`src/rtl/dirty_flush_controller.sv`:
```
// dirty_flush_controller
//   Walks a snapshot of the dirty-line vector, issuing one write-back per
//   dirty line in ascending index order. After the last write-back it pulses
//   a clear strobe to the dirty-latch array. While a flush is in progress,
//   cache writes are stalled so that no line can become dirty after the
//   snapshot and then be wiped by the clear.
// Ports
//   clk, rst_n       clock, asynchronous active-low reset
//   flush_req        start a flush (ignored while busy)
//   wr_hit, wr_line  cache write hit and its line index
//   dirty_bits       current dirty-latch outputs
//   dirty_set        set strobe to the dirty latches (wr_hit and not busy)
//   dirty_sel        one-hot line select for dirty_set
//   dirty_clr        clear-all strobe to the dirty latches
//   wb_req, wb_line  write-back request and line index
//   wb_ack           write-back complete (only honoured in WAIT)
//   busy, wr_stall   flush in progress
//   done             one-cycle flush-complete pulse
module dirty_flush_controller #(
  parameter int NUM_LINES = 64
) (
  input  logic                 clk,
  input  logic                 rst_n,
  input  logic                 flush_req,
  input  logic                 wr_hit,
  input  logic [5:0]           wr_line,
  input  logic [NUM_LINES-1:0] dirty_bits,
  output logic                 dirty_set,
  output logic [NUM_LINES-1:0] dirty_sel,
  output logic                 dirty_clr,
  output logic                 wb_req,
  output logic [5:0]           wb_line,
  input  logic                 wb_ack,
  output logic                 busy,
  output logic                 wr_stall,
  output logic                 done
);

  typedef enum logic [1:0] {
    ST_IDLE  = 2'd0,
    ST_SCAN  = 2'd1,
    ST_WAIT  = 2'd2,
    ST_CLEAR = 2'd3
  } state_t;

  state_t                 state_q, state_d;
  logic [NUM_LINES-1:0]   pending_q, pending_d;
  logic [5:0]             wb_line_q, wb_line_d;
  logic                   busy_q, busy_d;
  logic                   wb_req_q, wb_req_d;
  logic                   clr_q, clr_d;

  // Index of the lowest set bit; the scan loop runs high-to-low so the
  // lowest hit is the last one written.
  function automatic logic [5:0] lowest_set(input logic [NUM_LINES-1:0] v);
    logic [5:0] idx;
    idx = 6'd0;
    for (int i = NUM_LINES - 1; i >= 0; i--) begin
      if (v[i]) begin
        idx = 6'(i);
      end else begin
        idx = idx;
      end
    end
    return idx;
  endfunction

  // Next-state, pending snapshot and write-back line selection.
  always_comb begin
    state_d   = state_q;
    pending_d = pending_q;
    wb_line_d = wb_line_q;
    case (state_q)
      ST_IDLE: begin
        if (flush_req) begin
          pending_d = dirty_bits;
          state_d   = ST_SCAN;
        end else begin
          state_d   = ST_IDLE;
        end
      end
      ST_SCAN: begin
        if (pending_q == '0) begin
          state_d   = ST_CLEAR;
        end else begin
          wb_line_d = lowest_set(pending_q);
          state_d   = ST_WAIT;
        end
      end
      ST_WAIT: begin
        if (wb_ack) begin
          pending_d[wb_line_q] = 1'b0;
          state_d              = ST_SCAN;
        end else begin
          state_d              = ST_WAIT;
        end
      end
      ST_CLEAR: begin
        state_d = ST_IDLE;
      end
      default: begin
        state_d   = ST_IDLE;
        pending_d = '0;
        wb_line_d = 6'd0;
      end
    endcase
  end

  // Status outputs are registered from the next state so they line up
  // exactly with the state they describe.
  always_comb begin
    busy_d   = (state_d != ST_IDLE);
    wb_req_d = (state_d == ST_WAIT);
    clr_d    = (state_d == ST_CLEAR);
  end

  // State and output registers; reset aborts any flush without a clear.
  always_ff @(posedge clk or negedge rst_n) begin
    if (!rst_n) begin
      state_q   <= ST_IDLE;
      pending_q <= '0;
      wb_line_q <= 6'd0;
      busy_q    <= 1'b0;
      wb_req_q  <= 1'b0;
      clr_q     <= 1'b0;
    end else begin
      state_q   <= state_d;
      pending_q <= pending_d;
      wb_line_q <= wb_line_d;
      busy_q    <= busy_d;
      wb_req_q  <= wb_req_d;
      clr_q     <= clr_d;
    end
  end

  // Write path: a hit may only set a dirty bit when no flush is running.
  // rst_n gating keeps the strobe low while reset is held.
  always_comb begin
    dirty_set = wr_hit & ~busy_q & rst_n;
    dirty_sel = '0;
    if (dirty_set) begin
      dirty_sel[wr_line] = 1'b1;
    end else begin
      dirty_sel = '0;
    end
  end

  assign busy      = busy_q;
  assign wr_stall  = busy_q;
  assign wb_req    = wb_req_q;
  assign wb_line   = wb_line_q;
  assign dirty_clr = clr_q;
  assign done      = clr_q;

endmodule

```
`config.mk`:
```
export PLATFORM = sky130hd
export DESIGN_NAME = dirty_flush_controller
export DESIGN_NICKNAME = d
export VERILOG_FILES = /design/src/rtl/dirty_flush_controller.sv
export SDC_FILE = /design/constraint.sdc
export NUM_CORES = 1
export LEC_CHECK = 0
export ABC_AREA = 1
export CAP_MARGIN = 0
export CORE_MARGIN = 1.5
export CORE_UTILIZATION = 42
export DETAILED_ROUTE_END_ITERATION = 10
export PLACE_DENSITY = 0.87
export SKIP_CTS_REPAIR_TIMING = 1
export SYNTH_ARGS = -nofsm -noshare
export SYNTH_HDL_FRONTEND = slang
export SYNTH_SLANG_ARGS = --single-unit
```
`constraint.sdc`:
```
create_clock -name clk -period 3.2 [get_ports clk]
set_input_delay 0.8 -clock clk [delete_from_list [all_inputs] [get_ports clk]]
set_output_delay 0.8 -clock clk [all_outputs]
set_load 0.01 [all_outputs]
```
==> metrics, run 1 <==
Final GP Congestion=0.8623; drt drc=0; vias in the first global route=4731; HP Class=reg2reg; top-level I/O count=151; worst r2r path cells=64; r2r endpoint=wb_line[0]$_DFFE_PN0P_; relative slew slack=36.11%; Post-synth top flop=dfrtp_1; final std cells w/o fill=975; DRT Pass-1 Iters=5; hold slack=0.5549 ns; H-tree depth=3; Post-DRT Antenna Nets=0; Clk network pwr share=14.5%; Cell variety after synth=27; peak supply drop=0.0005433 V; worst skew pair latency=0.35 ns; Synth Warn #=0; synthesized flop and latch total=75; Max Root-Sink Buffers=2; CP startpoint=pending_q[63]$_DFFE_PN0P_; global route overflow=0; DRT iter0 DRCs=449; RSZ-0062 raised after global routing=true; full die area=11550 sq um; Yosys top cell by area=dfrtp_1; Layout Skew=0.007341 ns; Root Driver=clkbuf_8; critical path required time=3.45 ns; Final Max Slew Viols=0; Antenna Cells=0; Vias/cell=5.297; Fmax achieved=284.0 MHz; r2r setup slk=-0.32 ns; Total Routing Usage GR=25.37%; Initial Util=43.81%; violated checks=negative setup slack; largest cells by area after synthesis=dfrtp_1 (41%), nand2_1 (15%), nand3_1 (9.8%); Mapped Area=4583 sq um; initial antenna violation count=0; status=finished with violations; area share of the largest cell type after synthesis=40.95%; I/O Buffers=150; switching power total=2253 uW; row count=37; Avg Synthesized Cell Area=6.871 sq um; Most Frequent Cell on Critical Path=nand2_1; Worst EP arrival=3.77 ns; Multi-input gate area=2266 sq um; crit path launch type=register; crit path capture type=register; final period utilization=110.0%; most frequent cells in the layout=nand2_1 (183), nor2_1 (116), nand3_1 (90); setup TNS=-0.3210 ns; Buf/Inv on CP=0; Hold Fails Final Rpt=0; max incr delay on CP=0.39 ns; CTS clk-pin slew, worst paths=0.07 ns; largest net degree at the start of global routing=76; # nets final=909; CTS Buf Count=9; Detailed Route WL=14550 microns; CP max stage cell=dfrtp_1; commonest non-fill, non-tap cell in the layout=nand2_1; register share of total power=34.9%; Post-synth EDFFs=0; WL per Instance=14.92 microns; CTS Sinks=75; worst-path fanout max=3; DIE WIDTH=107.5 microns; combinational share of power=50.6%; Post-Place Cells=957; ratio of cells with drive above 1 in the final layout=6.675%; Internal=2776 uW; leakage power=0.004209 uW; P&R area growth vs syn=47.01%; Levels on crit path=64; area of the core=10460 sq um; Syn Nets=742; Seq/Total Area, Yosys=40.95%; DR vias=5165; pwr dens=746.4 nW/um^2; max-cap violations=0; Post-synth ARST share=100.0%; first-pass GRT wire length=22710 microns; final setup margin=-0.3210 ns; hpwl dp=10490 microns; Vert. Die Dim=107.5 microns; Setup-failing EPs final=1; cell family with most CP delay=simple AND/OR/NAND/NOR gates; Critical R2R Launch=pending_q[63]$_DFFE_PN0P_; Reg area=1877 sq um; CP endpoint=wb_line[0]$_DFFE_PN0P_; Fillers=898; worst slew pin tran=0.9584 ns; WS Path Type=reg2reg; sw frac=44.80%; post-synthesis cell count=667; Final Critical Period=3.521 ns; CTS tree=done
## through the flow
stage	area (sq um)	util (%)	total power [uW]	setup slack [ns]
floorplan	4583	-	3464	0.03266
global placement	6369	60.87	4171	-0.2428
detailed placement	6369	60.87	4245	-0.2608
CTS	6563	62.72	4993	-0.3068
global route	6738	64.40	5495	-0.9621
finish	6738	64.40	5029	-0.3210
## cells in the mapped netlist (2+ instances only)
master	count
bufinv_8	2
o21ai_0	2
inv_2	6
nor3_1	2
dfrtp_1	75
o311ai_0	14
o211ai_1	40
nand4_1	10
inv_1	74
o21ai_1	7
nand3_1	90
clkbuf_1	16
a21oi_1	3
nand2_1	183
nor2_1	116
buf_1	7
buf_4	2
o311ai_1	9
## area by class of cell
| class | instances | area share, % |
|---|---|---|
| repair buffers | 181 | 28.08 |
| flip-flops and latches | 75 | 27.86 |
| well taps | 136 | 2.526 |
| multi-input cells | 484 | 33.63 |
| clock buffers | 11 | 2.098 |
| inverters | 83 | 5.032 |
| clock inverters | 5 | 0.7799 |
## cells by family after synthesis
family | synth area share (%)
buffers and inverters | 9.610
flip-flops | 40.95
AO/OA/AOI/OAI | 13.27
AND/OR/NAND/NOR | 36.17
## tightest hold or removal path, cell delays in order, from the launching register on
cell and delay (ns):
dfrtp_1 0.37, o211ai_1 0.09, nand2_1 0.06
## registers in the layout, summed over array words and instances (netlist names)
signal     flops
wb_req         1
dirty_clr      1
busy           1
state_q        2
wb_line        6
pending_q     64
## power by group through the flow
stage / clock network [uW] / logic (uW) / registers (uW)
floorplan: 0 / 1780 / 1690
finish: 731 / 2540 / 1750
CTS: 731 / 2520 / 1740
detailed placement: 0 / 2490 / 1760
global placement: 0 / 2430 / 1740
global route: 773 / 2910 / 1810
## worst min path at each step
stage | startpoint | end | cells past startpoint
after detailed placement | pending_q[32]$_DFFE_PN0P_ | pending_q[32]$_DFFE_PN0P_ | 2
after CTS | pending_q[32]$_DFFE_PN0P_ | pending_q[32]$_DFFE_PN0P_ | 2
final | pending_q[1]$_DFFE_PN0P_ | pending_q[1]$_DFFE_PN0P_ | 2
after floorplan | rst_n | busy$_DFF_PN0_ | 0
after global routing | pending_q[48]$_DFFE_PN0P_ | pending_q[48]$_DFFE_PN0P_ | 2
after global placement | pending_q[1]$_DFFE_PN0P_ | pending_q[1]$_DFFE_PN0P_ | 2
## per-layer routing
| layer | track usage [%] | part of all wire [%] | vias up |
|---|---|---|---|
| li1 | - | - | 2532 |
| met1 | 29.86 | 39 | 2353 |
| met2 | 46.00 | 50 | 252 |
| met3 | 4.661 | 9.5 | 28 |
| met4 | 9.023 | 2.0 | 0 |
| met5 | 0 | 0 | - |
No activity file was read; power rests on OpenSTA's default activity.
==> run 2: changes to the inputs <==
--- a/config.mk
+++ b/config.mk
@@ -8,9 +8,10 @@
 export ABC_AREA = 1
 export CAP_MARGIN = 0
 export CORE_MARGIN = 1.5
-export CORE_UTILIZATION = 42
+export CORE_UTILIZATION = 58
 export DETAILED_ROUTE_END_ITERATION = 10
-export PLACE_DENSITY = 0.87
+export DONT_BUFFER_PORTS = 1
+export PLACE_DENSITY = 0.86
 export SKIP_CTS_REPAIR_TIMING = 1
 export SYNTH_ARGS = -nofsm -noshare
 export SYNTH_HDL_FRONTEND = slang
==> run 2 against run 1 <==
The flow still finishes with violations (negative setup slack). Sequential share of layout area grew 10 points. Register-to-register slack lost 0.098 ns. Utilization shrank 0.25 points. Hold slack lost 0.43 ns. Sequential power is essentially flat. Clock power grew 2%. Global-route usage grew 4.7 points. Via count shrank 11%. Critical path depth is the same. Design area shrank 27%. Setup slack lost 0.098 ns. Non-clock buffer count shrank 165. Critical path type unchanged. Largest cell class unchanged.
==> metrics, run 2 (synthesized netlist as in run 1, its figures left out) <==
leakage power=0.002396 uW (-43%); I/O Buffers=0 (-100%); global route overflow=0 (unchanged); placement-stage cell area=4730 sq um (-26%); Final GP Congestion=0.8661 (+0.44%); Worst EP arrival=3.88 ns (+0.11 ns); most frequent cells in the layout=nand2_1 (183), nor2_1 (116), nand3_1 (90); CTS clk-pin slew, worst paths=0.08 ns (about the same); Root Driver=clkbuf_8; commonest non-fill, non-tap cell in the layout=nand2_1; DR vias=4599 (-11%); Final Max Slew Viols=0 (unchanged); full die area=8445 sq um (-27%); HP Class=in2async; Post-Route M1 WL=5166 microns (-8.4%); largest net degree at the start of global routing=77 (+1.3%); CP max stage cell=dfrtp_1; Fmax achieved=276.3 MHz (-2.7%); Setup-failing EPs final=1 (unchanged); register share of total power=36.8% (+1.9 points); worst skew pair latency=0.36 ns (about the same); DIE WIDTH=91.90 microns (-14%); Hold Fails Final Rpt=0 (unchanged); WS Path Type=reg2reg; peak supply drop=0.0003965 V (-27%); H-tree depth=3 (unchanged); DRT iter0 DRCs=334 (-26%); largest register by flop count=pending_q; sw frac=45.85% (+1.0 points); critical path required time=3.46 ns (about the same); max-cap violations=0 (unchanged); Initial Util=59.62% (+16 points); Most Frequent Cell on Critical Path=nand2_1; max reg flops=64 (unchanged); Internal=2618 uW (-5.7%); hpwl dp=8875 microns (-15%); DRT Pass-1 Iters=5 (unchanged); status=finished with violations; Vias/cell=5.927 (+12%); Layout Skew=0.006008 ns (-0.001333 ns); initial antenna violation count=0 (unchanged); routed length on met2=5901 microns (-18%); Final Critical Period=3.619 ns (+0.09843 ns); top-level I/O count=151 (unchanged); Post-DRT Antenna Nets=0 (unchanged); vias in the first global route=4200 (-11%); relative slew slack=52.88% (+17 points); CTS Buf Count=9 (unchanged); final std cells w/o fill=776 (-20%); # nets final=744 (-18%); met3 WL=1050 microns (-24%); Max Root-Sink Buffers=2 (unchanged); Vert. Die Dim=91.90 microns (-14%); drt drc=0 (unchanged); crit path launch type=register; Clk network pwr share=15.4% (+0.9 points); row count=32 (-14%); worst slew pin tran=0.7047 ns (-0.2537 ns); area of the core=7687 sq um (-27%); CTS Sinks=75 (unchanged); WL per Instance=16.13 microns (+8.1%); Core Util, Final=64.14% (-0.25 points); CTS tree=done; Top Layer Used=met4; post-layout instance area=4931 sq um (-27%); worst-path fanout max=2 (-1); switching power total=2217 uW (-1.6%); ratio of cells with drive above 1 in the final layout=5.935% (-0.74 points); final period utilization=113.1% (+3.1 points); final setup margin=-0.4194 ns (-0.09843 ns); P&R area growth vs syn=7.589%; Total Routing Usage GR=30.03% (+4.7 points); Post-Place Cells=760 (-21%); Detailed Route WL=12520 microns (-14%); Fillers=709 (-21%); RSZ-0062 raised after global routing=true; first-pass GRT wire length=19770 microns (-13%); pre-CTS WS=-0.3136 ns (-0.05278 ns); crit path capture type=register; hold slack=0.1232 ns (-0.4317 ns); combinational share of power=47.7% (-2.9 points); pwr dens=980.6 nW/um^2 (+31%); violated checks=negative setup slack; Antenna Cells=0 (unchanged); max incr delay on CP=0.39 ns (about the same)
run 2: cell count changes in the layout (fill, tap and decap cells not counted):
cell | before | now
clkinv_2 | 3 | 1
inv_6 | 0 | 2
dlymetal6s2s_1 | 64 | 0
buf_4 | 32 | 16
clkdlybuf4s50_1 | 85 | 0
run 2: area by class of cell:
type                       instances  area [sq um]  share of cell area (%)
multi-input combinational        484          2266                   45.95
timing repair buffer              16         120.1                   2.436
inverter                          83         339.1                   6.876
tap                              102         127.6                   2.588
clock inverter                     5         60.06                   1.218
clock buffer                      11         141.4                   2.867
sequential                        75          1877                   38.06
run 2: worst max-delay path, delay by kind of cell, from the launching register on:
kind	cells	cell delay, ns
AND/OR/NAND/NOR	64	3.12
flip-flops	1	0.39
run 2: worst paths after layout:
kind | startpoint | to | slack (ns) | depth (start not counted)
setup / recovery | pending_q[63]$_DFFE_PN0P_ | wb_line[0]$_DFFE_PN0P_ | -0.42 | 64
hold / removal | rst_n | pending_q[1]$_DFFE_PN0P_ | 0.12 | 0
setup reg to reg | pending_q[63]$_DFFE_PN0P_ | wb_line[0]$_DFFE_PN0P_ | -0.42 | 64
hold reg to reg | pending_q[12]$_DFFE_PN0P_ | pending_q[12]$_DFFE_PN0P_ | 0.56 | 2
max in group asynchronous | rst_n | pending_q[58]$_DFFE_PN0P_ | 2.96 | 0
min in group clk | pending_q[12]$_DFFE_PN0P_ | pending_q[12]$_DFFE_PN0P_ | 0.56 | 2
run 2: metal layers:
metal,track usage (%),vias to the layer above
li1,-,2202
met3,7.877,44
met2,47.53,209
met5,0,-
met1,38.32,2144
met4,14.36,0
run 2: per-stage QoR:
step	setup TNS (ns)	total power, uW
floorplan	0	3464
finish	-0.4194	4835
detailed placement	-0.3136	4059
global route	-1.110	5284
global placement	-0.2052	3941
CTS	-0.4081	4816
run 2: power by group through the flow:
stage | clock network [uW] | registers, uW | logic [uW]
global route | 798 | 1830 | 2660
global placement | 0 | 1760 | 2180
CTS | 748 | 1770 | 2300
floorplan | 0 | 1690 | 1780
finish | 746 | 1780 | 2310
detailed placement | 0 | 1780 | 2280
